## src/rtl/circuito_exp4.sv

```systemverilog
// Memory-sequence game top: control FSM plus datapath (counter, ROM, play register,
// comparator, switch edge detector) with 7-segment debug outputs.
//
// state       | meaning
// inicial     | idle, waits for iniciar
// preparacao  | clears counter and play register
// espera      | waits for a new play (edge on switches)
// registra    | captures the switches into the play register
// comparacao  | compares play with ROM[contagem], decides next step
// proximo     | advances the counter
// fim_acertou | whole sequence matched, waits for iniciar
// fim_errou   | a play mismatched, waits for iniciar
module circuito_exp4 (
  input  logic       clock,
  input  logic       reset,
  input  logic       iniciar,
  input  logic [3:0] chaves,
  output logic       acertou,
  output logic       errou,
  output logic       pronto,
  output logic [3:0] leds,
  output logic       db_igual,
  output logic [6:0] db_contagem,
  output logic [6:0] db_memoria,
  output logic [6:0] db_estado,
  output logic [6:0] db_jogada,
  output logic       db_clock,
  output logic       db_iniciar,
  output logic       db_tem_jogada
);

  typedef enum logic [3:0] {
    INICIAL     = 4'h0,
    PREPARACAO  = 4'h1,
    ESPERA      = 4'h2,
    REGISTRA    = 4'h4,
    COMPARACAO  = 4'h5,
    PROXIMO     = 4'h6,
    FIM_ACERTOU = 4'hA,
    FIM_ERROU   = 4'hE
  } estado_t;

  function automatic logic [3:0] rom_lookup(input logic [3:0] addr);
    case (addr)
      4'h0:    rom_lookup = 4'h1;
      4'h1:    rom_lookup = 4'h2;
      4'h2:    rom_lookup = 4'h4;
      4'h3:    rom_lookup = 4'h8;
      4'h4:    rom_lookup = 4'h4;
      4'h5:    rom_lookup = 4'h2;
      4'h6:    rom_lookup = 4'h1;
      4'h7:    rom_lookup = 4'h1;
      4'h8:    rom_lookup = 4'h2;
      4'h9:    rom_lookup = 4'h2;
      4'hA:    rom_lookup = 4'h4;
      4'hB:    rom_lookup = 4'h4;
      4'hC:    rom_lookup = 4'h8;
      4'hD:    rom_lookup = 4'h8;
      4'hE:    rom_lookup = 4'h1;
      default: rom_lookup = 4'h4;
    endcase
  endfunction

  // Active-low segments, bit order {g,f,e,d,c,b,a}
  function automatic logic [6:0] hex7seg(input logic [3:0] v);
    case (v)
      4'h0:    hex7seg = 7'b1000000;
      4'h1:    hex7seg = 7'b1111001;
      4'h2:    hex7seg = 7'b0100100;
      4'h3:    hex7seg = 7'b0110000;
      4'h4:    hex7seg = 7'b0011001;
      4'h5:    hex7seg = 7'b0010010;
      4'h6:    hex7seg = 7'b0000010;
      4'h7:    hex7seg = 7'b1111000;
      4'h8:    hex7seg = 7'b0000000;
      4'h9:    hex7seg = 7'b0010000;
      4'hA:    hex7seg = 7'b0001000;
      4'hB:    hex7seg = 7'b0000011;
      4'hC:    hex7seg = 7'b1000110;
      4'hD:    hex7seg = 7'b0100001;
      4'hE:    hex7seg = 7'b0000110;
      default: hex7seg = 7'b0001110;
    endcase
  endfunction

  estado_t    estado_q, estado_d;
  logic [3:0] contagem_q, contagem_d;
  logic [3:0] jogada_q, jogada_d;
  logic       s0_q, s0_d;
  logic       s1_q, s1_d;

  logic       zera;
  logic       registra_en;
  logic       conta;
  logic       tem_jogada;
  logic       igual;
  logic       fim_contagem;
  logic [3:0] memoria;

  assign memoria      = rom_lookup(contagem_q);
  assign igual        = (jogada_q == memoria);
  assign fim_contagem = (contagem_q == 4'hF);
  assign tem_jogada   = s0_q & ~s1_q;

  // State register and datapath registers
  always_ff @(posedge clock) begin
    if (reset) begin
      estado_q   <= INICIAL;
      contagem_q <= 4'h0;
      jogada_q   <= 4'h0;
      s0_q       <= 1'b0;
      s1_q       <= 1'b0;
    end else begin
      estado_q   <= estado_d;
      contagem_q <= contagem_d;
      jogada_q   <= jogada_d;
      s0_q       <= s0_d;
      s1_q       <= s1_d;
    end
  end

  always_comb begin
    estado_d = estado_q;
    case (estado_q)
      INICIAL:     if (iniciar) estado_d = PREPARACAO;
      PREPARACAO:  estado_d = ESPERA;
      ESPERA:      if (tem_jogada) estado_d = REGISTRA;
      REGISTRA:    estado_d = COMPARACAO;
      COMPARACAO: begin
        if (!igual)            estado_d = FIM_ERROU;
        else if (fim_contagem) estado_d = FIM_ACERTOU;
        else                   estado_d = PROXIMO;
      end
      PROXIMO:     estado_d = ESPERA;
      FIM_ACERTOU: if (iniciar) estado_d = PREPARACAO;
      FIM_ERROU:   if (iniciar) estado_d = PREPARACAO;
      default:     estado_d = INICIAL;
    endcase
  end

  always_comb begin
    zera        = (estado_q == PREPARACAO);
    registra_en = (estado_q == REGISTRA);
    conta       = (estado_q == PROXIMO);
    acertou     = (estado_q == FIM_ACERTOU);
    errou       = (estado_q == FIM_ERROU);
    pronto      = acertou | errou;
  end

  always_comb begin
    contagem_d = contagem_q;
    jogada_d   = jogada_q;
    if (zera) begin
      contagem_d = 4'h0;
      jogada_d   = 4'h0;
    end else begin
      if (conta)       contagem_d = contagem_q + 4'h1;
      if (registra_en) jogada_d   = chaves;
    end
    s0_d = |chaves;
    s1_d = s0_q;
  end

  assign leds          = chaves;
  assign db_igual      = igual;
  assign db_contagem   = hex7seg(contagem_q);
  assign db_memoria    = hex7seg(memoria);
  assign db_estado     = hex7seg(estado_q);
  assign db_jogada     = hex7seg(jogada_q);
  assign db_clock      = clock;
  assign db_iniciar    = iniciar;
  assign db_tem_jogada = tem_jogada;

endmodule

```

## config.mk

```make
export PLATFORM = sky130hd
export DESIGN_NAME = circuito_exp4
export DESIGN_NICKNAME = d
export VERILOG_FILES = /design/src/rtl/circuito_exp4.sv
export SDC_FILE = /design/constraint.sdc
export NUM_CORES = 1
export LEC_CHECK = 0
export ABC_AREA = 1
export CAP_MARGIN = 20
export CORE_ASPECT_RATIO = 1.75
export CORE_MARGIN = 5
export CORE_UTILIZATION = 45
export CTS_CLUSTER_SIZE = 24
export DETAILED_ROUTE_END_ITERATION = 8
export DONT_BUFFER_PORTS = 1
export GPL_ROUTABILITY_DRIVEN = 0
export HOLD_SLACK_MARGIN = 0.05
export PLACE_DENSITY = 0.69
export SLEW_MARGIN = 25
export SYNTH_ARGS = -nofsm -noshare
export SYNTH_HDL_FRONTEND = slang
export SYNTH_SLANG_ARGS = --single-unit
```

## constraint.sdc

```tcl
create_clock -name clock -period 2.7 [get_ports clock]
set_input_delay 0.54 -clock clock [delete_from_list [all_inputs] [get_ports clock]]
set_output_delay 0.54 -clock clock [all_outputs]
set_load 0.1 [all_outputs]
```

After elaboration in Yosys (flattened, before gate mapping). Memory sizes are Yosys's and may differ from the RTL's. A register that Yosys moved wholly into a read port is not among the register bits. Index checks and enable logic that the tools add are counted.

Add/sub/neg operators: 1. Reduce and logical (&&, ||, !) cells: 6. Bitwise logic cells: 3. $lt $le $gt $ge: 0. Equal/unequal tests: 11. Div/mod/pow operators: 0. Muxes and demuxes: 13. Shifts and indexed selects: 0. $mul: 0.

Operators by type and width (number): 2-to-1 mux 4 bit (12); one-hot mux 4 bit (5 select lines) (1); equality test 4 x 3 -> 1 bit, second input constant (3); equality test 4 bit, second input constant (3); adder 4 x 1 -> 4 bit, second input constant (1); equality test 4 x 1 -> 1 bit, second input constant (1); equality test 4 x 2 -> 1 bit, second input constant (1); equality test 4 bit (1); zero test 4 bit (1); OR reduction 2 bit (2); OR reduction 4 bit (1); OR reduction 3 bit (1); != test 2 x 1 -> 1 bit, second input constant (1); != test 2 bit, second input constant (1); AND reduction 2 bit (1); bitwise AND 1 bit (1); inverter 1 bit (1); OR 1 bit (1).

Input port bits: 7. Word-level logic and storage cells: 44. Latch bits: 0. ROM bits: 512. Memories kept: 5. Memory bits (writable): 0. Register bits: 14.

Memories: (name not given) (words 16, width 7, rd ports 1, clocked after Yosys merged registers in 1, write ports 0, RTL line 66) `case (v)`; (name not given) (words 16, width 7, rd ports 1, clocked after Yosys merged registers in 0, write ports 0, RTL line 66); (name not given) (words 16, width 7, rd ports 1, clocked after Yosys merged registers in 1, write ports 0, RTL line 66); (name not given) (words 16, width 7, rd ports 1, clocked after Yosys merged registers in 1, write ports 0, RTL line 66); (name not given) (words 16, width 4, rd ports 1, clocked after Yosys merged registers in 1, write ports 0, RTL line 44) `case (addr)`.

Depth between registers and ports, before layout. Gate-level depths: netlist of the first run.

Depth after elaboration: 6. Mapped depth: 14. Depth with buffers taken out: 14.

==> results of run 1 <==
==> logic make-up after synthesis <==
logic type | count (synthesis) | synth area share
xor gates and xnor gates | 4 | 0.0233
DFF | 39 | 0.316
adders and majority gates | 25 | 0.126
and+or+nand+nor | 165 | 0.319
buffers and inverters | 59 | 0.107
AOI/OAI and AO/OA | 46 | 0.109
==> stage by stage <==
step | power [mW] | hold slack [ns] | instances | instance area, um^2 | util
after floorplan | 2.85 | 0.427 | 338 | 2500 | -
after global placement | 3.01 | 0.441 | 424 | 2710 | 0.511
after detailed placement | 3.02 | 0.446 | 424 | 2710 | 0.511
after CTS | 3.53 | 0.312 | 432 | 2830 | 0.533
after global routing | 3.76 | 0.301 | 432 | 2830 | 0.533
final | 3.50 | 0.315 | 432 | 2830 | 0.533
==> cell type report <==
type | count | area (um^2) | share of cell area
Clock buffer | 6 | 82.6 | 0.0292
Clock inverter | 2 | 35.0 | 0.0124
Inverter | 50 | 193 | 0.0682
Multi-Input combinational cell | 240 | 1480 | 0.525
Sequential cell | 39 | 781 | 0.276
Tap cell | 74 | 92.6 | 0.0328
Timing Repair Buffer | 21 | 158 | 0.0558
==> power breakdown <==
group          leakage, nW  switching, mW  total (mW)  internal, mW
Combinational         1.12           1.29        1.76         0.469
Clock               0.0612          0.201       0.500         0.299
Sequential           0.319          0.523        1.25         0.726
==> metal layers <==
metal,share of wire,track usage,wire length [um]
met5,0,0,0
met4,0.046,0.103,241
met3,0.061,0.0468,319
met2,0.53,0.291,2750
met1,0.36,0.158,1890
==> worst paths after layout <==
kind              slack, ns   startpoint  depth (start not counted)            end
setup reg to reg       0.53  estado_q[2]                         12   db_estado[6]
hold / removal         0.31        reset                          1           s0_q
setup / recovery       0.34   memoria[1]                          6  db_memoria[3]
hold reg to reg        0.45         s0_q                          2           s1_q
==> registers in the layout, summed over array words and instances (netlist names) <==
signal       cells
memoria          4
s0_q             1
contagem_q       4
db_contagem      7
jogada_q         4
s1_q             1
estado_q         4
db_estado        7
db_jogada        7
==> cells in the mapped netlist <==
cell type / number / area, um^2
nand2_1: 95 / 357
dfxtp_1: 39 / 781
inv_1: 34 / 128
ha_1: 25 / 313
nor2_1: 22 / 82.6
nand3_1: 18 / 90.1
a21oi_1: 14 / 70.1
inv_2: 14 / 52.6
o21ai_0: 10 / 50.1
o21ai_1: 10 / 50.1
nand2_2: 8 / 50.1
buf_4: 6 / 45.0
nand4_1: 4 / 25.0
nor3_1: 4 / 20.0
o22ai_1: 4 / 25.0
nor2_4: 3 / 33.8
o21ai_2: 3 / 26.3
xor2_2: 3 / 48.8
buf_6: 2 / 22.5
inv_4: 2 / 12.5
nand2_4: 2 / 22.5
nand3_4: 2 / 35.0
nand4_2: 2 / 25.0
nor3_2: 2 / 20.0
a21boi_1: 1 / 7.51
a21oi_2: 1 / 8.76
clkbuf_1: 1 / 3.75
nor2_2: 1 / 6.26
nor3_4: 1 / 16.3
o21a_1: 1 / 7.51
o21ai_4: 1 / 16.3
o31ai_1: 1 / 7.51
or2_2: 1 / 6.26
xor2_1: 1 / 8.76
==> worst reg2reg max path, cell delays in order, from the launching register on <==
cell	delay, ns
dfxtp_1	0.50
inv_2	0.12
nand2_2	0.15
nor3_4	0.07
a21oi_2	0.21
nand3_1	0.10
nand3_1	0.23
inv_1	0.13
ha_1	0.24
nand4_1	0.14
nand2_1	0.08
nand2_1	0.05
nand2_1	0.04
==> impl_metrics.json, run 1 <==
{
  "status": "complete, no violations",
  "port_buffers": 0,
  "relSlewSlack": 0.368,
  "critical_path_required_ns": 2.16,
  "power_density_mw_per_mm2": 1240,
  "leakagePower_nw": 1.50,
  "ys_warn_count": 0,
  "post_drt_wl_per_cell_um": 12.0,
  "finalHoldViolations": 0,
  "core_area_mm2": 0.00530,
  "synthCells": 338,
  "drive_gt1_frac": 0.235,
  "antenna_cells": 0,
  "final_common_cell": "nand2_1",
  "ant_nets": 0,
  "grt-ovfl-total": 0,
  "clk_latency_ns": 0.29,
  "core.rowCount": 35,
  "finalSetupTns_ns": 0,
  "crit_arrival_ns": 1.82,
  "synth_cell_types": 34,
  "hold_class": "in -> reg",
  "max_stage_delay_ns": 0.42,
  "cp_slowest_cell": "dfxtp_1",
  "critPathLaunchType": "flip-flop",
  "holdBufCountCts": 0,
  "slew_violations": 0,
  "period_share": 0.874,
  "area_delta_synth_final_pct": 14.2,
  "cts_setup_buffers": 0,
  "wl_mm": 5.20,
  "timing.final.crit_period_ns": 2.36,
  "syn_area_mm2": 0.00247,
  "seq_area_frac_synth": 0.316,
  "worstMarginPinSlew_ns": 0.947,
  "setup_ws_ns": 0.339,
  "fin_nets": 389,
  "max-vdd-ir-drop_v": 0.000916,
  "vias": 2077,
  "ctsRootBufferMaster": "clkbuf_8",
  "grt_pass1_vias": 2079,
  "fmax_mhz": 424,
  "via_per_inst": 4.81,
  "start_util": 0.467,
  "crit_fanout": 6,
  "final_cell_mix": "nand2_1, dfxtp_1, inv_1",
  "first_pass_iters": 4,
  "rsz0062_at_grt": "false",
  "cts.repair.resized": 0,
  "die_h_um": 108,
  "worst_path_dominant_cell_family": "flip-flops",
  "drt_iter0_drc": 47,
  "place_ws_ns": 0.548,
  "max_cap_viol_count": 0,
  "post-dp-hpwl_mm": 4.24,
  "skew_ns": 0.00531,
  "synth_area_per_cell_um2": 7.32,
  "htree_levels": 2,
  "ys_ff_latch": 39,
  "setup_viol": 0,
  "drc": 0,
  "nFillCells": 498,
  "clockBufferDepth": 2,
  "tritoncts.num_buffers": 5,
  "die_area_mm2": 0.00714,
  "crit_chain": "inv_1 > ha_1 > a21oi_1 > o21ai_0 > nand2_1 > buf_4",
  "ios": 46,
  "endpoint_kind": "output port",
  "clk_pin_slew_ns": 0.08,
  "syn_nets": 370,
  "cts.sinks": 39,
  "antenna_found_initial": 0,
  "grt_usage": 0.162,
  "crit_type": "reg -> out",
  "grt_pass1_wl_mm": 8.90,
  "cp.buffers_inverters": 2,
  "grt_max_degree": 13,
  "cts_tree": "built",
  "die_w_um": 66.0
}
No activity file was read; power rests on OpenSTA's default activity.
==> inputs of run 2 (changes only) <==
--- a/config.mk
+++ b/config.mk
@@ -16,6 +16,7 @@
 export GPL_ROUTABILITY_DRIVEN = 0
 export HOLD_SLACK_MARGIN = 0.05
 export PLACE_DENSITY = 0.69
+export SETUP_SLACK_MARGIN = 0.02
 export SLEW_MARGIN = 25
 export SYNTH_ARGS = -nofsm -noshare
 export SYNTH_HDL_FRONTEND = slang
==> results of run 2 <==
No change in the layout: final DEF, timing and power equal those of run 1.
==> inputs of run 3 (changes only) <==
--- a/config.mk
+++ b/config.mk
@@ -6,7 +6,7 @@
 export NUM_CORES = 1
 export LEC_CHECK = 0
 export ABC_AREA = 1
-export CAP_MARGIN = 20
+export CAP_MARGIN = 30
 export CORE_ASPECT_RATIO = 1.75
 export CORE_MARGIN = 5
 export CORE_UTILIZATION = 45
==> results of run 3 <==
No change in the layout: final DEF, timing and power equal those of run 1.
